--- src/rtl/io_config_loader.sv ---
`default_nettype none
// ============================================================================
// Module      : io_config_loader
// Description : Serial configuration loader for an I/O block. Shifts CFG_W
//               bits in MSB-first under a valid/ready handshake and commits
//               the completed frame to the parallel select word c.
//               Optional even-parity check enabled by macro IO_CFG_PARITY_EN.
// Revision    : 1.0 - initial release
// ============================================================================
module io_config_loader #(
    parameter int WS     = 6,
    parameter int WD     = 3,
    parameter int WG     = 3,
    parameter int EXTIN  = 3,
    parameter int EXTOUT = 3,
    parameter int CFG_W  = $clog2(EXTIN) * (WS + WD + WG) + $clog2(WS + WD) * EXTOUT
) (
    input  logic             clk,
    input  logic             rst,
    input  logic             cfg_start,
    input  logic             cfg_abort,
    input  logic             cfg_bit,
    input  logic             cfg_valid,
    output logic             cfg_ready,
    output logic [CFG_W-1:0] c,
    output logic             cfg_out,
    output logic             busy,
    output logic             done,
    output logic             err
);

    localparam int c_CNT_W = $clog2(CFG_W + 1);
    localparam logic [c_CNT_W-1:0] c_LAST = c_CNT_W'(CFG_W - 1);

    localparam logic [1:0] c_IDLE   = 2'd0;
    localparam logic [1:0] c_SHIFT  = 2'd1;
    localparam logic [1:0] c_PARITY = 2'd2;
    localparam logic [1:0] c_COMMIT = 2'd3;

    logic [1:0]         r_state;
    logic [1:0]         w_state_nxt;
    logic [CFG_W-1:0]   r_shift;
    logic [c_CNT_W-1:0] r_cnt;
    logic [CFG_W-1:0]   r_c;
    logic               r_done;
    logic               w_ready;
    logic               w_accept;
    logic               w_last_bit;
    logic               w_start;

`ifdef IO_CFG_PARITY_EN
    logic               r_err;
    logic               w_par_ok;
    logic               w_par_fail;

    // Even parity: data bits XOR the trailing parity bit must be zero.
    assign w_par_ok = ~((^r_shift) ^ cfg_bit);
`endif

    // Abort takes precedence over a simultaneous valid bit.
    assign w_accept   = cfg_valid && w_ready && !cfg_abort;
    assign w_last_bit = (r_cnt == c_LAST);
    assign w_start    = (r_state == c_IDLE) && cfg_start;

    // State register.
    always_ff @(posedge clk) begin
        if (rst) begin
            r_state <= c_IDLE;
        end else begin
            r_state <= w_state_nxt;
        end
    end

    // Next-state decode and handshake ready.
    always_comb begin
        w_state_nxt = r_state;
        w_ready     = 1'b0;
`ifdef IO_CFG_PARITY_EN
        w_par_fail  = 1'b0;
`endif
        case (r_state)
            c_IDLE: begin
                if (cfg_start) begin
                    w_state_nxt = c_SHIFT;
                end
            end
            c_SHIFT: begin
                w_ready = 1'b1;
                if (cfg_abort) begin
                    w_state_nxt = c_IDLE;
                end else if (cfg_valid && w_last_bit) begin
`ifdef IO_CFG_PARITY_EN
                    w_state_nxt = c_PARITY;
`else
                    w_state_nxt = c_COMMIT;
`endif
                end
            end
            c_PARITY: begin
`ifdef IO_CFG_PARITY_EN
                w_ready = 1'b1;
                if (cfg_abort) begin
                    w_state_nxt = c_IDLE;
                end else if (cfg_valid) begin
                    if (w_par_ok) begin
                        w_state_nxt = c_COMMIT;
                    end else begin
                        w_state_nxt = c_IDLE;
                        w_par_fail  = 1'b1;
                    end
                end
`else
                // Unreachable without parity; recover to IDLE.
                w_state_nxt = c_IDLE;
`endif
            end
            c_COMMIT: begin
                w_state_nxt = c_IDLE;
            end
            default: begin
                w_state_nxt = c_IDLE;
            end
        endcase
    end

    // Shift path, bit counter, committed word and done pulse.
    always_ff @(posedge clk) begin
        if (rst) begin
            r_shift <= '0;
            r_cnt   <= '0;
            r_c     <= '0;
            r_done  <= 1'b0;
        end else begin
            // done rises on the same edge that makes the new c visible.
            r_done <= (r_state == c_COMMIT);
            if (w_start) begin
                r_cnt <= '0;
            end else if ((r_state == c_SHIFT) && w_accept) begin
                r_shift <= {r_shift[CFG_W-2:0], cfg_bit};
                r_cnt   <= r_cnt + 1'b1;
            end
            if (r_state == c_COMMIT) begin
                r_c <= r_shift;
            end
        end
    end

`ifdef IO_CFG_PARITY_EN
    // Sticky parity error, cleared by reset or by the next accepted start.
    always_ff @(posedge clk) begin
        if (rst) begin
            r_err <= 1'b0;
        end else if (w_start) begin
            r_err <= 1'b0;
        end else if (w_par_fail) begin
            r_err <= 1'b1;
        end
    end

    assign err = r_err;
`else
    assign err = 1'b0;
`endif

    assign cfg_ready = w_ready;
    assign c         = r_c;
    assign cfg_out   = r_shift[CFG_W-1];
    assign busy      = (r_state != c_IDLE);
    assign done      = r_done;

endmodule
`default_nettype wire

--- config.mk ---
export PLATFORM = sky130hd
export DESIGN_NAME = io_config_loader
export DESIGN_NICKNAME = d
export VERILOG_FILES = /design/src/rtl/io_config_loader.sv
export SDC_FILE = /design/constraint.sdc
export NUM_CORES = 1
export LEC_CHECK = 0
export ABC_AREA = 1
export BUFFER_PORTS_ARGS = -buffer_cell sky130_fd_sc_hd__buf_2
export CAP_MARGIN = 25
export CORE_ASPECT_RATIO = 0.7
export CORE_MARGIN = 2
export CORE_UTILIZATION = 55
export CTS_CLUSTER_SIZE = 10
export DETAILED_ROUTE_END_ITERATION = 6
export PLACE_DENSITY = 0.86
export SLEW_MARGIN = 20
export SYNTH_ARGS = -nofsm -noshare
export SYNTH_HDL_FRONTEND = slang
export SYNTH_SLANG_ARGS = --single-unit
--- constraint.sdc ---
create_clock -name clk -period 1.3 [get_ports clk]
set_input_delay 0.065 -clock clk [delete_from_list [all_inputs] [get_ports clk]]
set_output_delay 0.065 -clock clk [all_outputs]
set_load 0.01 [all_outputs]
==> out/qor.csv, run 1 <==
metric;value;unit
status;finished clean;
fin_tns_setup;0;ns
synth_seq_area_share;0.556;
arrival;1.48;ns
post_cts.repair.setup_buffers;0;
dp.cells;482;
worstPathMaxFanout;17;
fmax;834;MHz
setup_viol;0;
io_buffers;45;
crit_start;r_state[0];
coreArea;5170;sq um
tritoncts;built;
grt_pass1_vias;2222;
htree_levels;3;
drive_gt1_frac;0.178;
ys_warn_count;0;
synthCells;378;
ios;47;
synth_cell_type_count;21;
clk_pin_slew;0.08;ns
track_usage;0.210;
synthesis.area;2920;sq um
reg2reg_from;r_state[0];
period_share;0.923;
cts.sinks;81;
hold_viol;0;
drv_cap;0;
clock_latency;0.35;ns
worst_hold_startpoint;cfg_start;
antenna_cells;0;
drt_pass1_iterations;4;
r2r_setup_slack;0.10;ns
numCtsBuffers;9;
die-area;5910;sq um
detail_route.wl_per_cell;11.6;um
worstSetupStartpointType;flip-flop;
initial_core_util;0.564;
vdd_drop_max;846;uV
final_antenna_net_count;0;
clockBufferDepth;2;
drc;0;
final_area;3410;sq um
grt-ovfl-total;0;
leakagePower;1.58;nW
syn_area_per_cell;7.72;sq um
fin_util;0.660;
finalMaxSlewViolations;0;
final_nets;430;
dp_hpwl;3730;um
fin_cells;500;
hp-class;input pin to flip-flop;
drtIter0Drc;176;
crit_type;flip-flop to flip-flop;
dr_total_vias;2471;
rsz0062_at_grt;false;
gp_congestion;0.750;
wl;5780;um
synth.area.top_cells;dfxtp_1, nor2_1, o21ai_0, nand2_1, buf_4;
synth_top_area_cell;dfxtp_1;
avgViaCountPerCell;4.94;
grt_pass1_wl;9790;um
synth_top_area_share;0.556;
power.density;1330;nW/um^2
areaGrowthSynthToFinish;17.0;%
synth_nets;385;
antenna_found_initial;0;
die_w;91.1;um
post-route-min-period;1.20;ns
critPathRequiredTime;1.58;ns
row_count;22;
grt_max_degree;44;
placed_cell_area;3180;sq um
cts_root_buf;clkbuf_8;
finalClockSkew;0.00638;ns
fp.dieH;64.9;um
worst_setup_path_end_kind;flip-flop;
synth-seq-cells;81;
==> metrics by stage <==
stage          power, mW  worst slack [ns]  hold slack, ns
3_5_place_dp        2.79           0.00101           0.258
6_report            4.53             0.101          0.0120
4_1_cts             4.57           0.00775          0.0104
2_1_floorplan       2.74             0.142           0.134
3_3_place_gp        2.78            0.0369           0.255
5_1_grt             4.75           0.00331         0.00452
==> layout make-up <==
| type | count | area (sq um) |
|---|---|---|
| Fill cell | 447 | 1760 |
| Sequential cell | 81 | 1620 |
| Multi-Input combinational cell | 260 | 1110 |
| Timing Repair Buffer | 58 | 339 |
| Clock buffer | 10 | 138 |
| Tap cell | 72 | 90.1 |
| Clock inverter | 6 | 57.6 |
| Inverter | 13 | 51.3 |
==> path summary, 6_finish.rpt <==
check,to,cells after the start
hold reg to reg,c[28],2
setup / recovery,r_shift[15],6
setup reg to reg,r_shift[15],6
hold / removal,r_state[0],3
==> kinds of logic after synthesis <==
| kind of cell | after synthesis | synth area share |
|---|---|---|
| and+or+nand+nor | 176 | 0.235 |
| AOI/OAI and AO/OA | 81 | 0.139 |
| DFF | 81 | 0.556 |
| buffers and inverters | 37 | 0.0622 |
| xor gates and xnor gates | 1 | 0.00300 |
| adders and majority gates | 1 | 0.00429 |
| other | 1 | 0.00129 |
==> synth_stat cells <==
| cell | number |
|---|---|
| conb_1 | 1 |
| nand2_1 | 16 |
| nor2_4 | 1 |
| a21oi_1 | 7 |
| dfxtp_1 | 81 |
| nor3_1 | 2 |
| o21ai_0 | 74 |
| buf_2 | 6 |
| buf_6 | 2 |
| xnor2_1 | 1 |
| ha_1 | 1 |
| nor2_1 | 150 |
| nand3b_1 | 1 |
| clkinv_1 | 1 |
| clkbuf_2 | 1 |
| clkbuf_1 | 10 |
| nand4_1 | 2 |
| nand3_1 | 4 |
| inv_1 | 10 |
| buf_4 | 5 |
| inv_2 | 2 |
==> placed cells by master, fill, tap and decap left out, types with 3 or more instances in the layout <==
| master | n |
|---|---|
| nor2_1 | 150 |
| dfxtp_1 | 80 |
| o21ai_0 | 73 |
| buf_2 | 45 |
| nand2_1 | 16 |
| inv_1 | 10 |
| clkbuf_8 | 10 |
| buf_4 | 8 |
| a21oi_1 | 7 |
| nand3_1 | 4 |
| clkinv_2 | 4 |
| buf_6 | 3 |
==> critical path, cell delays in order, from the launching register on <==
cell     delay, ns
dfxtp_2       0.36
nand3_1       0.12
nor2_4        0.14
buf_6         0.14
buf_6         0.16
o21ai_0       0.10
nor2_1        0.11
==> per-layer routing <==
metal  up-vias  wire (um)  global-route usage
met5         -          0                   0
met4         0         43              0.0701
met3         7        300              0.0767
met2        52       2800               0.349
met1      1128       2640               0.254
li1       1284          -                   -
==> flip-flops by register name, summed over array words and instances (netlist names) <==
signal	flops
c	36
r_cnt	6
r_shift	36
r_state	2
done	1
==> where the power goes <==
part	total, mW	internal [mW]	switching [mW]
clock	1.79	0.925	0.860
combinational	0.183	0.0653	0.117
sequential	2.56	2.52	0.0332
==> repair_timing <==
action                                  in CTS  in global routing
hold buffers                                 2                  0
pin swaps                                    0                  1
endpoints found under the hold margin        3                  0
endpoints found under the setup margin       4                 36
gates resized for setup                      1                  5
No activity file was read; power rests on OpenSTA's default activity.
==> run 2: changes to the inputs <==
Clock period 1.3 ns to 1.2 ns, I/O delays scaled along.
==> run 2 against run 1 <==
Against the previous run:
- the flow now finishes with violations (negative setup slack)
- sequential power rose by 8.2%
- cell count rose by 1.0%
- power up 15%
- fmax is 0.64% lower
- wire length increased by 8.4%
- final area up 4.5%
- combinational power increased by 27%
- highest routed layer unchanged
==> out/qor.csv, run 2 (synthesis gave the netlist of run 1 again) <==
metric;value;unit;change
grt_pass1_vias;2223;;+0.045%
total_power;5.19;mW;+15%
dp_slack;-0.185;ns;-0.186 ns
io_buffers;45;;unchanged
die_w;91.1;um;unchanged
worst_setup_path_end_kind;flip-flop;;
critPathMaxStageDelay;0.36;ns;about the same
critPathRequiredTime;1.49;ns;-0.09 ns
clk_pin_slew;0.08;ns;about the same
drt_pass1_iterations;4;;unchanged
row_count;22;;unchanged
detail_route.wl_per_cell;12.4;um;+7.4%
antenna_found_initial;0;;unchanged
worstPathMaxFanout;7;;-10
track_usage;0.209;;-0.000319
numCtsBuffers;9;;unchanged
drv_cap;0;;unchanged
power.density;1450;nW/um^2;+9.7%
drtIter0Drc;186;;+5.7%
post-route-min-period;1.21;ns;+0.00777 ns
final_common_cell;nor2_1;;
final_antenna_net_count;0;;unchanged
coreArea;5170;sq um;unchanged
cts_root_buf;clkbuf_8;;
ios;47;;unchanged
die-area;5910;sq um;unchanged
dr_total_vias;2586;;+4.7%
r2r_setup_slack;-0.007;ns;-0.11 ns
hp-class;input pin to flip-flop;;
fin_tns_setup;-0.00725;ns;-0.00725 ns
arrival;1.50;ns;+0.02 ns
hold_viol;0;;unchanged
violations;negative setup slack;;
status;finished, violations left;;
vdd_drop_max;1000;uV;+19%
fillerInstances;434;;-2.9%
initial_core_util;0.564;;unchanged
hold_ws;0.0246;ns;+0.0125 ns
clock_latency;0.36;ns;about the same
period_share;1.01;;+0.0834
areaGrowthSynthToFinish;22.2;%;
dp.cells;481;;-0.21%
multiInputGateArea;1150;sq um;+2.8%
leakagePower;1.64;nW;+3.8%
cts.sinks;81;;unchanged
fp.dieH;64.9;um;unchanged
drive_gt1_frac;0.212;;+0.0349
tritoncts;built;;
gp_congestion;0.780;;+3.9%
grt_pass1_wl;9720;um;-0.70%
grt-ovfl-total;0;;unchanged
fin_ws;-0.00725;ns;-0.108 ns
dp_hpwl;3700;um;-0.91%
finalMaxSlewViolations;0;;unchanged
avgViaCountPerCell;5.12;;+3.6%
seqCellArea;1630;sq um;+0.39%
setup_viol;1;;+1
antenna_cells;0;;unchanged
final_area;3570;sq um;+4.5%
final_nets;435;;+1.2%
worst-path-buf-inv;2;;unchanged
cpLargestDelayFamily;flip-flops;;
fin_cells;505;;+1.0%
fmax;828;MHz;-0.64%
drc;0;;unchanged
worstSetupStartpointType;flip-flop;;
crit_type;flip-flop to flip-flop;;
fin_util;0.689;;+0.0295
placed_cell_area;3180;sq um;-0.24%
htree_levels;3;;unchanged
wl;6270;um;+8.4%
finalClockSkew;0.00574;ns;-0.000640 ns
cp_slowest_cell;dfxtp_4;;
clockBufferDepth;2;;unchanged
grt_max_degree;46;;+4.5%
cp_cell_sequence;nand3_2, nor2_4, buf_6, buf_12, nand3b_1, a21oi_2;;
rsz0062_at_grt;true;;
final_cell_mix;nor2_1, dfxtp_1, o21ai_0;;
==> run 2: area by class of cell <==
class | count | share of cell area
clock inverters | 5 | 0.0221
multi-input cells | 260 | 0.321
flip-flops and latches | 81 | 0.457
well taps | 72 | 0.0253
repair buffers | 63 | 0.119
clock buffers | 11 | 0.0396
inverters | 13 | 0.0158
==> run 2: what timing repair did <==
action	CTS	global route
resized for setup	5	20
pin swaps	0	4
endpoints found under the setup margin	41	63
hold buffers	2	0
hold endpoints to repair	3	0
gates cloned	0	2
setup buffers	0	4
==> run 2: worst paths after layout <==
check                           startpoint         end  cells past startpoint
worst min register to register    r_cnt[1]    r_cnt[1]                      2
worst min-delay path             cfg_start  r_state[0]                      3
worst max register to register  r_state[0]    r_cnt[3]                      6
worst max-delay path            r_state[0]    r_cnt[3]                      6
==> run 2: power by group <==
group / internal (mW) / switching (mW) / total (mW)
sequential: 2.73 / 0.0354 / 2.77
combinational: 0.0904 / 0.142 / 0.232
clock: 1.23 / 0.958 / 2.18
==> run 2: worst min-delay path, delay by kind of cell <==
family                 cells  cell delay [ns]
and+or+nand+nor            1             0.10
buffers and inverters      1             0.11
AOI/OAI and AO/OA          1             0.08
==> run 2: routing by layer <==
metal  up-vias  part of all wire  GRT usage  wire length (um)
met4         0             0.023      0.100               145
met3        17             0.069     0.0802               431
met5         -                 0          0                 0
met2        75              0.47      0.338              2920
li1       1300                 -          -                 -
met1      1194              0.44      0.248              2780
